===== config.mk =====
export PLATFORM = sky130hd
export DESIGN_NAME = pll_lock_sequencer
export DESIGN_NICKNAME = d
export VERILOG_FILES = /design/src/rtl/pll_lock_sequencer.sv
export SDC_FILE = /design/constraint.sdc
export NUM_CORES = 1
export LEC_CHECK = 0
export ABC_AREA = 1
export CAP_MARGIN = 25
export CORE_MARGIN = 8
export CORE_UTILIZATION = 35
export DETAILED_ROUTE_END_ITERATION = 8
export PLACE_DENSITY = 0.62
export SYNTH_ARGS = -nofsm -noshare
export SYNTH_HDL_FRONTEND = slang
export SYNTH_SLANG_ARGS = --single-unit

===== constraint.sdc =====
create_clock -name refclk -period 2.2 [get_ports refclk]
set_clock_uncertainty 0.15 [all_clocks]
set_input_delay 0.55 -clock refclk [delete_from_list [all_inputs] [get_ports refclk]]
set_output_delay 0.55 -clock refclk [all_outputs]
set_load 0.01 [all_outputs]

===== src/rtl/pll_lock_sequencer.sv =====
// PLL reset/lock sequencer: pulses the PLL reset, qualifies a synchronised lock,
// then releases downstream domain resets in index order; restarts on lock loss.
module pll_lock_sequencer #(
   parameter int NUM_DOMAINS         = 3,
   parameter int RST_PULSE_CYCLES    = 16,
   parameter int LOCK_STABLE_CYCLES  = 1024,
   parameter int LOCK_TIMEOUT_CYCLES = 1000000,
   parameter int STAGGER_CYCLES      = 64,
   parameter int MAX_RETRIES         = 3
) (
   input  logic                   refclk,
   input  logic                   rst,
   input  logic                   pll_locked,
   input  logic                   retry_req,
   output logic                   pll_rst,
   output logic [NUM_DOMAINS-1:0] domain_rst,
   output logic                   ready,
   output logic                   fault,
   output logic [7:0]             lock_lost_cnt
);

   localparam int MAX_AB  = (RST_PULSE_CYCLES > LOCK_STABLE_CYCLES) ? RST_PULSE_CYCLES : LOCK_STABLE_CYCLES;
   localparam int MAX_CD  = (LOCK_TIMEOUT_CYCLES > STAGGER_CYCLES) ? LOCK_TIMEOUT_CYCLES : STAGGER_CYCLES;
   localparam int MAX_CYC = (MAX_AB > MAX_CD) ? MAX_AB : MAX_CD;
   localparam int CNT_W   = $clog2(MAX_CYC) + 1;
   localparam int IDX_W   = $clog2(NUM_DOMAINS + 1);
   localparam int RTY_W   = (MAX_RETRIES > 0) ? $clog2(MAX_RETRIES + 1) : 1;

   typedef enum logic [2:0] {
      RESET_PLL,
      WAIT_LOCK,
      STABLE,
      RELEASE,
      RUN,
      FAULT
   } state_t;

   state_t           state;
   logic [CNT_W-1:0] cnt;
   logic [IDX_W-1:0] idx;
   logic [RTY_W-1:0] retry_cnt;
   logic             sync1;
   logic             locked_s;

   always_ff @(posedge refclk) begin
      if (rst) begin
         state         <= RESET_PLL;
         cnt           <= '0;
         idx           <= '0;
         retry_cnt     <= '0;
         sync1         <= 1'b0;
         locked_s      <= 1'b0;
         pll_rst       <= 1'b1;
         domain_rst    <= '1;
         ready         <= 1'b0;
         fault         <= 1'b0;
         lock_lost_cnt <= '0;
      end else begin
         sync1    <= pll_locked;
         locked_s <= sync1;
         // Lock loss once releasing has begun takes priority over all staging.
         if ((state == RELEASE || state == RUN) && !locked_s) begin
            state      <= RESET_PLL;
            cnt        <= '0;
            pll_rst    <= 1'b1;
            domain_rst <= '1;
            ready      <= 1'b0;
            if (lock_lost_cnt != 8'hFF)
               lock_lost_cnt <= lock_lost_cnt + 8'd1;
         end else begin
            case (state)
               RESET_PLL: begin
                  pll_rst    <= 1'b1;
                  domain_rst <= '1;
                  ready      <= 1'b0;
                  if (cnt == CNT_W'(RST_PULSE_CYCLES - 1)) begin
                     state   <= WAIT_LOCK;
                     cnt     <= '0;
                     pll_rst <= 1'b0;
                  end else begin
                     cnt <= cnt + CNT_W'(1);
                  end
               end
               WAIT_LOCK: begin
                  if (locked_s) begin
                     state <= STABLE;
                     cnt   <= '0;
                  end else if (cnt == CNT_W'(LOCK_TIMEOUT_CYCLES - 1)) begin
                     cnt     <= '0;
                     pll_rst <= 1'b1;
                     if (retry_cnt == RTY_W'(MAX_RETRIES)) begin
                        state <= FAULT;
                        fault <= 1'b1;
                     end else begin
                        state     <= RESET_PLL;
                        retry_cnt <= retry_cnt + RTY_W'(1);
                     end
                  end else begin
                     cnt <= cnt + CNT_W'(1);
                  end
               end
               STABLE: begin
                  if (!locked_s) begin
                     state <= WAIT_LOCK;
                     cnt   <= '0;
                  end else if (cnt == CNT_W'(LOCK_STABLE_CYCLES - 1)) begin
                     state <= RELEASE;
                     cnt   <= '0;
                     idx   <= '0;
                  end else begin
                     cnt <= cnt + CNT_W'(1);
                  end
               end
               RELEASE: begin
                  if (idx == IDX_W'(NUM_DOMAINS)) begin
                     state     <= RUN;
                     ready     <= 1'b1;
                     retry_cnt <= '0;
                  end else if (cnt == CNT_W'(STAGGER_CYCLES - 1)) begin
                     cnt        <= '0;
                     domain_rst <= domain_rst & ~(NUM_DOMAINS'(1) << idx);
                     idx        <= idx + IDX_W'(1);
                  end else begin
                     cnt <= cnt + CNT_W'(1);
                  end
               end
               RUN: begin
                  ready <= 1'b1;
               end
               FAULT: begin
                  pll_rst    <= 1'b1;
                  domain_rst <= '1;
                  ready      <= 1'b0;
                  if (retry_req) begin
                     state     <= RESET_PLL;
                     fault     <= 1'b0;
                     retry_cnt <= '0;
                     cnt       <= '0;
                  end
               end
               default: begin
                  state <= RESET_PLL;
               end
            endcase
         end
      end
   end

endmodule


==> metrics.txt <==
# TYPE chip_impl_metric gauge
chip_impl_metric{name="dr.first_iter.drc_count",unit=""} 134
chip_impl_metric{name="core_area",unit="um^2"} 7607
chip_impl_metric{name="initial_utilization",unit=""} 0.3558
chip_impl_info{name="status",value="finished clean"} 1
chip_impl_metric{name="die-width",unit="um"} 103.9
chip_impl_info{name="clock_tree_from_tritoncts",value="done"} 1
chip_impl_metric{name="num_io_pins",unit=""} 18
chip_impl_metric{name="place.port_buffers",unit=""} 17
chip_impl_metric{name="required",unit="ns"} 2.25
chip_impl_metric{name="report.final.hold_viol_count",unit=""} 0
chip_impl_metric{name="holdBufCountCts",unit=""} 0
chip_impl_metric{name="drv_cap",unit=""} 0
chip_impl_metric{name="global_route.overflow_total",unit=""} 0
chip_impl_metric{name="synth_seq_area_share",unit=""} 0.3255
chip_impl_metric{name="dr_total_vias",unit=""} 2599
chip_impl_metric{name="synthesis.yosys.warnings",unit=""} 0
chip_impl_metric{name="critical_path.max_fanout",unit=""} 7
chip_impl_metric{name="syn-cell-area",unit="um^2"} 2706
chip_impl_metric{name="finalCriticalPeriod",unit="ns"} 2.044
chip_impl_metric{name="number_of_vias_per_cell_after_detailed_routing",unit=""} 4.813
chip_impl_metric{name="grt_pass1_wl",unit="um"} 11230
chip_impl_info{name="synth_top_cells_by_area",value="sky130_fd_sc_hd__dfxtp_1, sky130_fd_sc_hd__nand2_1, sky130_fd_sc_hd__nor2_1"} 1
chip_impl_metric{name="reg2reg_depth",unit=""} 10
chip_impl_metric{name="antenna_cells",unit=""} 0
chip_impl_metric{name="area.growth.synth_to_final",unit="%"} 15.58
chip_impl_metric{name="worst-slew-pin-transition",unit="ns"} 0.4924
chip_impl_metric{name="r2r_setup_slack",unit="ns"} 0.16
chip_impl_metric{name="powerDensity",unit="nW/um^2"} 940.2
chip_impl_metric{name="setup_total_negative_slack",unit="ns"} 0
chip_impl_metric{name="clk_pin_slew",unit="ns"} 0.09
chip_impl_metric{name="leakage",unit="nW"} 1.202
chip_impl_metric{name="detailed_route_wire_length_per_cell",unit="um"} 12.01
chip_impl_metric{name="global_route.usage.total",unit=""} 0.1226
chip_impl_info{name="critical_path.reg2reg.startpoint",value="cnt[0]"} 1
chip_impl_info{name="timing.critical_path.from_type",value="flop"} 1
chip_impl_metric{name="syn_inst",unit=""} 411
chip_impl_metric{name="nNetsFinal",unit=""} 448
chip_impl_metric{name="place_congestion",unit=""} 0.9144
chip_impl_info{name="yosys.area.top_type",value="sky130_fd_sc_hd__dfxtp_1"} 1
chip_impl_metric{name="cts_sinks",unit=""} 44
chip_impl_metric{name="chipHeight",unit="um"} 103.9
chip_impl_metric{name="floorplan.rows",unit=""} 32
chip_impl_metric{name="final-setup-viol-count",unit=""} 0
chip_impl_metric{name="syn_area_per_cell",unit="um^2"} 6.585
chip_impl_metric{name="numCtsBuffers",unit=""} 5
chip_impl_metric{name="fin_util",unit=""} 0.4112
chip_impl_metric{name="ir_drop",unit="mV"} 0.6141
chip_impl_metric{name="grt_max_degree",unit=""} 15
chip_impl_metric{name="h-tree-depth",unit=""} 2
chip_impl_metric{name="ys_seq_elements",unit=""} 44
chip_impl_metric{name="yosys.cell_types.count",unit=""} 34
chip_impl_metric{name="clk-insertion-delay-late",unit="ns"} 0.30
chip_impl_metric{name="drt.antenna.violating_nets",unit=""} 0
chip_impl_info{name="hp-start",value="sync1"} 1
chip_impl_metric{name="route.detailed.drc",unit=""} 0
chip_impl_metric{name="synth_top_area_share",unit=""} 0.3255
chip_impl_metric{name="dpl.hpwl",unit="um"} 5090
chip_impl_info{name="hold-path-endpoint",value="locked_s"} 1
chip_impl_metric{name="detail_route.first_pass.iterations",unit=""} 4
chip_impl_info{name="timing.setup.critical_path_class",value="flop to flop"} 1
chip_impl_metric{name="slew_headroom",unit=""} 0.6692
chip_impl_metric{name="maxSlewViolCount",unit=""} 0
chip_impl_metric{name="achievable-frequency",unit="MHz"} 489.3
chip_impl_info{name="worst_r2r_endpoint",value="cnt[11]"} 1
chip_impl_info{name="path_type_of_the_worst_min_delay_path",value="flop to flop"} 1
chip_impl_metric{name="drive_above_1_share",unit=""} 0.1210
chip_impl_metric{name="first_global_vias",unit=""} 2535
chip_impl_metric{name="final_cycle_utilization_of_the_critical_path",unit=""} 0.9290
chip_impl_metric{name="critPathArrivalTime",unit="ns"} 2.09
chip_impl_info{name="clk_root_buffer_cell",value="sky130_fd_sc_hd__clkbuf_8"} 1
chip_impl_info{name="timing.critical_path.to_type",value="flop"} 1
chip_impl_metric{name="postSynthNetCount",unit=""} 422
chip_impl_metric{name="deepest_clock_path_buffer_count",unit=""} 2
chip_impl_metric{name="worst_hold_path.num_cells",unit=""} 2
chip_impl_metric{name="antenna_found_initial",unit=""} 0
chip_impl_metric{name="wl",unit="um"} 6485
chip_impl_metric{name="design.die.area",unit="um^2"} 10800
-- layout make-up --
type	count	area, um^2
clock buffers	6	82.58
inverters	55	209.0
clock inverters	2	15.01
well taps	102	127.6
multi-input cells	305	1575
flip-flops and latches	44	880.8
fillers	827	4479
repair buffers	26	237.7
-- Yosys cell counts, drive strengths merged --
master	count
nand4	12
o31ai	1
nand2	97
nor3	13
o21a	1
xnor2	3
o21ai	20
o22ai	1
a21oi	28
inv	55
nor4	2
buf	7
o21bai	1
ha	7
o211ai	1
nor2	74
dfxtp	44
xor2	9
nand3	35
-- critical path, cell delays in order, from the launching register on --
cell                      delay, ns
sky130_fd_sc_hd__dfxtp_1       0.37
sky130_fd_sc_hd__ha_1          0.28
sky130_fd_sc_hd__nand3_4       0.15
sky130_fd_sc_hd__nor2_2        0.16
sky130_fd_sc_hd__nand3_1       0.17
sky130_fd_sc_hd__nand3_1       0.13
sky130_fd_sc_hd__nand3_1       0.13
sky130_fd_sc_hd__nand2_2       0.09
sky130_fd_sc_hd__nand2_1       0.08
sky130_fd_sc_hd__nand2_2       0.16
sky130_fd_sc_hd__nor2_1        0.06
-- sequential cells by signal (all words and copies together) (netlist names) --
signal / cells
cnt: 21
lock_lost_cnt: 8
domain_rst: 3
state: 3
idx: 2
retry_cnt: 2
fault: 1
locked_s: 1
pll_rst: 1
ready: 1
sync1: 1
-- cell families after synthesis --
group | Yosys count | synth area share
buffers and inverters | 62 | 0.09523
and+or+nand+nor | 233 | 0.3925
xor gates and xnor gates | 12 | 0.03884
AOI/OAI and AO/OA | 53 | 0.1156
adders and majority gates | 7 | 0.03236
DFF | 44 | 0.3255
-- metal layers --
| layer | part of all wire | up-vias | GRT usage |
|---|---|---|---|
| li1 | - | 1377 | - |
| met1 | 0.46 | 1168 | 0.1491 |
| met2 | 0.48 | 45 | 0.2094 |
| met3 | 0.047 | 9 | 0.02912 |
| met4 | 0.012 | 0 | 0.03516 |
| met5 | 0 | - | 0 |
-- worst max-delay path by stage --
stage / startpoint / to / slack [ns] / depth (start not counted)
2_1_floorplan: lock_lost_cnt[0] / lock_lost_cnt[2] / 0.43 / 6
3_3_place_gp: retry_req / cnt[7] / 0.09 / 9
3_5_place_dp: retry_req / cnt[5] / 0.08 / 9
4_1_cts: cnt[0] / domain_rst[2] / 0.11 / 8
5_1_grt: cnt[1] / state[0] / -0.02 / 10
6_report: cnt[0] / cnt[11] / 0.16 / 10
-- metrics by stage --
| stage | instances | worst slack (ns) | instance area [um^2] | hold slack, ns | power [mW] |
|---|---|---|---|---|---|
| floorplan | 411 | 0.4268 | 2706 | 0.2383 | 2.036 |
| global placement | 532 | 0.09114 | 3023 | 0.2418 | 2.402 |
| detailed placement | 532 | 0.08207 | 3023 | 0.2522 | 2.410 |
| CTS | 540 | 0.1076 | 3120 | 0.2652 | 2.974 |
| global route | 540 | -0.01745 | 3128 | 0.2879 | 3.188 |
| finish | 540 | 0.1561 | 3128 | 0.2605 | 2.941 |
-- cell usage in the layout, fill, tap and decap left out, types with 9 or more instances in the layout --
cell type / n
sky130_fd_sc_hd__buf_4: 9
sky130_fd_sc_hd__nor3_1: 10
sky130_fd_sc_hd__nand4_1: 12
sky130_fd_sc_hd__clkdlybuf4s50_1: 17
sky130_fd_sc_hd__nand3_1: 33
sky130_fd_sc_hd__xor2_1: 9
sky130_fd_sc_hd__o21ai_0: 12
sky130_fd_sc_hd__nand2_1: 87
sky130_fd_sc_hd__dfxtp_1: 44
sky130_fd_sc_hd__a21oi_1: 25
sky130_fd_sc_hd__nor2_1: 65
sky130_fd_sc_hd__inv_1: 48
-- report_power, final --
group / internal [mW] / switching [mW] / total (mW)
registers: 0.897 / 0.125 / 1.02
logic: 0.495 / 0.869 / 1.36
clock network: 0.255 / 0.301 / 0.556
total: 1.65 / 1.29 / 2.94
-- timing repair --
action | 4_1_cts | 5_1_grt
buffers inserted | 0 | 0
gates resized for setup | 0 | 2
endpoints found under the setup margin | 0 | 13
Power figures use the tool's default switching activity.
